==> src/rtl/iperm_pkg.sv <==
// Shared constants for the inverse-permutation key path: key word layout,
// sequencer state encoding and parameter-derived widths.
package iperm_pkg;

  localparam int SLICES     = 8;
  localparam int LOG2SLICES = 3;
  localparam int SELIN      = 2;
  localparam int NUM_TABLES = 4;
  localparam int MAX_SEQ    = 16;
  localparam int CNT_W      = 16;

  localparam int TAB_AW    = $clog2(NUM_TABLES);
  localparam int SEQ_AW    = $clog2(MAX_SEQ);
  localparam int SEQ_LW    = SEQ_AW + 1;
  localparam int ADDR_BITS = SLICES * LOG2SLICES;
  localparam int KW        = SELIN + ADDR_BITS;
  localparam int SEL_LSB   = ADDR_BITS;
  localparam int SEL_MSB   = KW - 1;

  localparam logic [0:0] ST_IDLE = 1'b0;
  localparam logic [0:0] ST_RUN  = 1'b1;

  typedef logic [KW-1:0] key_t;

  // Field extraction shared with the datapath's key slicing.
  function automatic logic [LOG2SLICES-1:0] slice_addr(key_t k, int i);
    return k[LOG2SLICES*i +: LOG2SLICES];
  endfunction

  function automatic logic [SELIN-1:0] key_sel(key_t k);
    return k[SEL_MSB:SEL_LSB];
  endfunction

endpackage

==> src/rtl/iperm_key_ram.sv <==
// Small register file holding complete key words; write is clocked,
// read is combinational so the sequencer can register the key on the same edge.
module iperm_key_ram
  import iperm_pkg::*;
#(
  parameter int DEPTH = NUM_TABLES,
  parameter int WIDTH = KW,
  parameter int AW    = $clog2(DEPTH)
) (
  input  logic             clk,
  input  logic             we,
  input  logic [AW-1:0]    waddr,
  input  logic [WIDTH-1:0] wdata,
  input  logic [AW-1:0]    raddr,
  output logic [WIDTH-1:0] rdata
);

  logic [WIDTH-1:0] mem [DEPTH];

  always_ff @(posedge clk) begin
    if (we) mem[waddr] <= wdata;
  end

  assign rdata = mem[raddr];

endmodule

==> src/rtl/iperm_key_sched.sv <==
// Key sequencer: streams key words from the key table over a req/ack port,
// walking a programmable schedule of table indices cyclically.
module iperm_key_sched
  import iperm_pkg::*;
(
  input  logic              clk,
  input  logic              reset_n,
  input  logic              cfg_we,
  input  logic [TAB_AW-1:0] cfg_addr,
  input  logic [KW-1:0]     cfg_wdata,
  input  logic              seq_we,
  input  logic [SEQ_AW-1:0] seq_addr,
  input  logic [TAB_AW-1:0] seq_wdata,
  input  logic [SEQ_LW-1:0] seq_len,
  input  logic              start,
  input  logic [CNT_W-1:0]  beats,
  input  logic              abort,
  output logic [KW-1:0]     i_kp_dat,
  output logic              i_kp_req,
  input  logic              i_kp_ack,
  output logic              busy,
  output logic              done,
  output logic              cfg_err
);

  logic [0:0]        state;
  logic [SEQ_AW-1:0] ptr;
  logic [SEQ_AW-1:0] ptr_next;
  logic [SEQ_AW-1:0] rd_slot;
  logic [SEQ_LW-1:0] ptr_inc;
  logic [SEQ_LW-1:0] len_l;
  logic [CNT_W-1:0]  count;
  logic [CNT_W-1:0]  beats_l;
  logic [TAB_AW-1:0] sched [MAX_SEQ];
  key_t              key_rd;
  logic              xfer;
  logic              last_beat;
  logic              len_ok;
  logic              wr_bad;
  logic              cfg_ok;
  logic              seq_ok;

  assign busy      = (state == ST_RUN);
  assign xfer      = i_kp_req & i_kp_ack;
  assign last_beat = (count == beats_l - CNT_W'(1));
  assign len_ok    = (seq_len != '0) && (seq_len <= SEQ_LW'(MAX_SEQ));

  assign ptr_inc  = {1'b0, ptr} + SEQ_LW'(1);
  assign ptr_next = (ptr_inc == len_l) ? '0 : ptr_inc[SEQ_AW-1:0];
  // In IDLE the only key ever loaded is the one for slot 0.
  assign rd_slot  = (state == ST_RUN) ? ptr_next : '0;

  // Storage may only change while nothing is being streamed from it.
  assign wr_bad = (cfg_we | seq_we) & (busy | start);
  assign cfg_ok = cfg_we & ~wr_bad;
  assign seq_ok = seq_we & ~wr_bad;

  iperm_key_ram #(
    .DEPTH(NUM_TABLES),
    .WIDTH(KW)
  ) u_key_ram (
    .clk  (clk),
    .we   (cfg_ok),
    .waddr(cfg_addr),
    .wdata(cfg_wdata),
    .raddr(sched[rd_slot]),
    .rdata(key_rd)
  );

  always_ff @(posedge clk) begin
    if (seq_ok) sched[seq_addr] <= seq_wdata;
  end

  always_ff @(posedge clk or negedge reset_n) begin
    if (!reset_n) begin
      state    <= ST_IDLE;
      ptr      <= '0;
      count    <= '0;
      beats_l  <= '0;
      len_l    <= '0;
      i_kp_dat <= '0;
      i_kp_req <= 1'b0;
      done     <= 1'b0;
      cfg_err  <= 1'b0;
    end else begin
      done <= 1'b0;
      if (abort) begin
        state    <= ST_IDLE;
        i_kp_req <= 1'b0;
      end else begin
        case (state)
          ST_IDLE: begin
            if (start) begin
              if (!len_ok) begin
                cfg_err <= 1'b1;
              end else if (beats == '0) begin
                done <= 1'b1;
              end else begin
                state    <= ST_RUN;
                beats_l  <= beats;
                len_l    <= seq_len;
                ptr      <= '0;
                count    <= '0;
                i_kp_dat <= key_rd;
                i_kp_req <= 1'b1;
                cfg_err  <= 1'b0;
              end
            end
          end
          ST_RUN: begin
            if (xfer) begin
              count <= count + CNT_W'(1);
              if (last_beat) begin
                state    <= ST_IDLE;
                i_kp_req <= 1'b0;
                done     <= 1'b1;
              end else begin
                ptr      <= ptr_next;
                i_kp_dat <= key_rd;
              end
            end
          end
          default: begin
            state    <= ST_IDLE;
            i_kp_req <= 1'b0;
          end
        endcase
      end
      // A rejected write is flagged even when it coincides with an accepted start.
      if (wr_bad) cfg_err <= 1'b1;
    end
  end

endmodule

==> config.mk <==
export PLATFORM = sky130hd
export DESIGN_NAME = iperm_key_sched
export DESIGN_NICKNAME = d
export VERILOG_FILES = /design/src/rtl/iperm_pkg.sv /design/src/rtl/iperm_key_ram.sv /design/src/rtl/iperm_key_sched.sv
export SDC_FILE = /design/constraint.sdc
export NUM_CORES = 1
export LEC_CHECK = 0
export BUFFER_PORTS_ARGS = -buffer_cell sky130_fd_sc_hd__buf_2
export CAP_MARGIN = 20
export CORE_ASPECT_RATIO = 0.5
export CORE_MARGIN = 1
export CORE_UTILIZATION = 59
export DETAILED_ROUTE_END_ITERATION = 16
export PLACE_DENSITY = 0.8
export SETUP_SLACK_MARGIN = 0.2
export SLEW_MARGIN = 20
export SYNTH_ARGS = -nofsm -noshare
export SYNTH_HDL_FRONTEND = slang
export SYNTH_SLANG_ARGS = --single-unit
==> constraint.sdc <==
create_clock -name clk -period 3.6 [get_ports clk]
set_input_delay 0.9 -clock clk [delete_from_list [all_inputs] [get_ports clk]]
set_output_delay 0.9 -clock clk [all_outputs]
set_load 0.02 [all_outputs]
==> summary.json <==
{
  "post_route_setup_tns_ns": 0,
  "min_path_type": "flip-flop to flip-flop",
  "path_clk_slew_ns": 0.06,
  "drt_iter0_drc": 485,
  "worst_ir_drop_vdd_mv": 0.338,
  "worst_hold_path.endpoint": "len_l[1]$_DFFE_PN0P_",
  "avgSynthCellArea_um2": 13.0,
  "layout.cells.most_common_list": "edfxtp_1, buf_2, nand2_1",
  "grt_setup_unrepaired": "true",
  "finalWirelength_mm": 19.5,
  "timing.critical_path.to_type": "flip-flop",
  "floorplan.core_area_um2": 14900,
  "layout.cells.most_common": "edfxtp_1",
  "synth_enable_flop_cells": 136,
  "finalCritPeriodShare": 0.902,
  "antenna_found_initial": 2,
  "worstPathCellList": "ha_1 -> xnor2_1 -> nand2_1 -> a211o_1 -> o21ai_2 -> o22ai_1 -> o211ai_1 -> a32oi_2 -> or2_1 -> buf_4 -> a221oi_1 -> a211oi_2",
  "worst-r2r-setup-slack_ns": 0.35,
  "placementRows": 31,
  "initial_utilization": 0.622,
  "maxSlewHeadroom": 0.349,
  "synth_seq_cells": 207,
  "worst_pin_slew_ns": 0.976,
  "synth_seq_area_share": 0.631,
  "post_drt_wl_per_cell_um": 18.9,
  "cpPeakStageDelay_ns": 0.40,
  "finalSetupViolations": 0,
  "grt_max_degree": 72,
  "finalNetCount": 885,
  "async_reset_ff_frac": 0.343,
  "worst-path-max-fanout": 14,
  "cts_max_level": 1,
  "fp.dieArea_um2": 16300,
  "worst-r2r-cell-count": 12,
  "detail-route-antenna-nets": 0,
  "vias_per_cell": 5.92,
  "critical-path-slowest-cell": "dfrtp_1",
  "gr-total-overflow": 0,
  "clock-root-buffer": "clkbuf_16",
  "status": "finished, final reports clean",
  "cts_made_buffers": 19,
  "synth_area_um2": 9300,
  "fmax_mhz": 308,
  "number_of_remaining_drc_errors": 0,
  "place_congestion": 0.870,
  "die_x_um": 180,
  "number_of_inserted_diodes": 0,
  "r2r_start": "ptr[1]$_DFFE_PN0P_",
  "worst-setup-path-type": "flip-flop to flip-flop",
  "post_route_cells_drive_above_1_share": 0.265,
  "grt.total_usage": 0.244,
  "final.min_clock_period_ns": 3.25,
  "grt_pass1_wl_mm": 31.2,
  "synth_warnings": 0,
  "synth_ff_type": "edfxtp_1",
  "synth_fp_nets": 779,
  "drt_pass1_iterations": 7,
  "clk_latency_ns": 0.49,
  "pin_count": 92,
  "cts-hold-fix-buffers": 0,
  "critical_path_arrival_ns": 3.61,
  "buffer_ports.inserted": 91,
  "tritoncts_clock_tree": "built",
  "r2r-end": "i_kp_dat[21]$_DFFE_PN0P_",
  "worst_hold_path.num_cells": 2,
  "drv_slew": 0,
  "hp-start": "len_l[1]$_DFFE_PN0P_",
  "total_power_mw": 6.09,
  "start_kind": "flip-flop",
  "number_of_global_route_vias_before_repair": 6084,
  "power_density_nw_per_um2": 566,
  "syn2layout_area_growth_pct": 15.7,
  "detailed_place_hpwl_mm": 12.6,
  "tritoncts_num_sinks": 207,
  "detailroute.via_count": 6105,
  "cts-root-to-sink-buffers": 3,
  "report.final.hold_viol_count": 0,
  "max_cap_viols": 0,
  "cp.required_ns": 3.96,
  "yosysUniqueCellTypes": 65,
  "setup_clock_skew_after_layout_ns": 0.00880,
  "post_synth_inst_count": 714,
  "dieHeight_um": 90.8,
  "power.leakage_nw": 4.15
}
-- synthesized netlist by cell type (2+ instances only) --
| master | count | area [um2] |
|---|---|---|
| o22ai_1 | 3 | 18.8 |
| xor2_1 | 16 | 140 |
| and3_1 | 6 | 37.5 |
| a221oi_2 | 10 | 150 |
| nand2b_1 | 4 | 25.0 |
| mux2_2 | 9 | 101 |
| nand2_1 | 84 | 315 |
| a221oi_1 | 17 | 149 |
| o21ai_0 | 15 | 75.1 |
| mux4_2 | 2 | 45.0 |
| nand4_1 | 6 | 37.5 |
| and4_1 | 3 | 26.3 |
| nand4b_1 | 2 | 17.5 |
| inv_1 | 14 | 52.6 |
| xnor2_1 | 22 | 193 |
| nand3b_1 | 2 | 15.0 |
| a21oi_1 | 14 | 70.1 |
| nor4_1 | 9 | 56.3 |
| and2_1 | 3 | 18.8 |
| or2_1 | 2 | 12.5 |
| ha_1 | 3 | 37.5 |
| a211oi_2 | 21 | 263 |
| dfrtp_1 | 71 | 1780 |
| buf_6 | 7 | 78.8 |
| a211oi_1 | 9 | 67.6 |
| o211ai_1 | 3 | 22.5 |
| nor3_1 | 12 | 60.1 |
| nor2_1 | 73 | 274 |
| mux2i_1 | 31 | 310 |
| and2b_1 | 2 | 15.0 |
| a21o_1 | 2 | 15.0 |
| o21ai_1 | 2 | 10.0 |
| nor2b_1 | 27 | 169 |
| edfxtp_1 | 136 | 4080 |
| a211o_1 | 3 | 26.3 |
| clkbuf_4 | 2 | 15.0 |
| or3_1 | 5 | 31.3 |
| nor3b_1 | 2 | 15.0 |
| buf_2 | 4 | 20.0 |
| clkbuf_1 | 16 | 60.1 |
| a31o_2 | 2 | 17.5 |
| nand3_1 | 13 | 65.1 |
| nor4_4 | 3 | 63.8 |
-- flip-flops by register name, summed over array words and instances (netlist names) --
| register | cells |
|---|---|
| beats_l | 16 |
| busy | 1 |
| cfg_err | 1 |
| count | 16 |
| done | 1 |
| i_kp_dat | 26 |
| i_kp_req | 1 |
| len_l | 5 |
| ptr | 4 |
| sched | 32 |
| u_key_ram.mem | 104 |
-- logic make-up after synthesis --
family / after synthesis / share of synthesized area
adder cells (fa/ha/maj): 3 / 0.00404
flip-flops: 207 / 0.631
multiplexers: 42 / 0.0491
buffers and inverters: 45 / 0.0256
AND/OR/NAND/NOR: 264 / 0.142
XOR/XNOR: 38 / 0.0358
AO/OA/AOI/OAI: 115 / 0.113
-- how the worst max path moves through the flow --
stage,startpoint,end,slack [ns],cells past startpoint
2_1_floorplan,ptr[1]$_DFFE_PN0P_,i_kp_dat[24]$_DFFE_PN0P_,0.59,12
3_3_place_gp,beats[10],i_kp_dat[4]$_DFFE_PN0P_,0.26,10
3_5_place_dp,beats[10],i_kp_dat[5]$_DFFE_PN0P_,0.18,10
4_1_cts,ptr[1]$_DFFE_PN0P_,i_kp_dat[11]$_DFFE_PN0P_,0.22,12
5_1_grt,ptr[1]$_DFFE_PN0P_,i_kp_dat[21]$_DFFE_PN0P_,0.15,12
6_report,ptr[1]$_DFFE_PN0P_,i_kp_dat[21]$_DFFE_PN0P_,0.35,12
-- per-stage QoR --
stage	utilization	setup WS, ns	cells	instance area (um2)	hold WS [ns]
finish	0.720	0.351	1031	10800	0.509
floorplan	-	0.593	714	9300	0.465
CTS	0.713	0.217	1028	10700	0.515
global route	0.720	0.153	1031	10800	0.559
global placement	0.672	0.263	993	10000	0.489
detailed placement	0.672	0.184	993	10000	0.486
-- worst max-delay path: cells and delay by family, from the launching register on --
kind                       cells  cell delay, ns
buffers and inverters          1            0.22
AOI/OAI and AO/OA              7            1.57
adders and majority gates      1            0.34
and+or+nand+nor                2            0.41
xor gates and xnor gates       1            0.17
DFF                            1            0.40
-- what timing repair did --
action	in CTS	in global routing
pin swaps	1	2
hold endpoints to repair	0	0
setup endpoints to repair	5	26
gates cloned	0	0
setup buffers	1	3
gates resized for setup	0	13
-- report_power, final --
group,internal (mW),switching (mW),leakage (nW)
clock,1.09,0.879,0.293
sequential,2.73,0.178,2.11
combinational,0.480,0.737,1.75
-- per-layer routing --
layer  GRT usage  vias to the layer above  part of all wire
met1       0.329                     3035              0.43
met4      0.0453                        4             0.013
met2       0.421                      186              0.50
met5           0                        -           0.00082
li1            -                     2858                 -
met3      0.0456                       22             0.057
-- final cells by class --
cell class | count | area, um2
repair buffers | 116 | 683
fillers | 993 | 4180
multi-input cells | 462 | 3300
clock inverters | 9 | 65.1
well taps | 198 | 248
inverters | 14 | 52.6
clock buffers | 25 | 548
flip-flops and latches | 207 | 5860
Power figures use the tool's default switching activity.
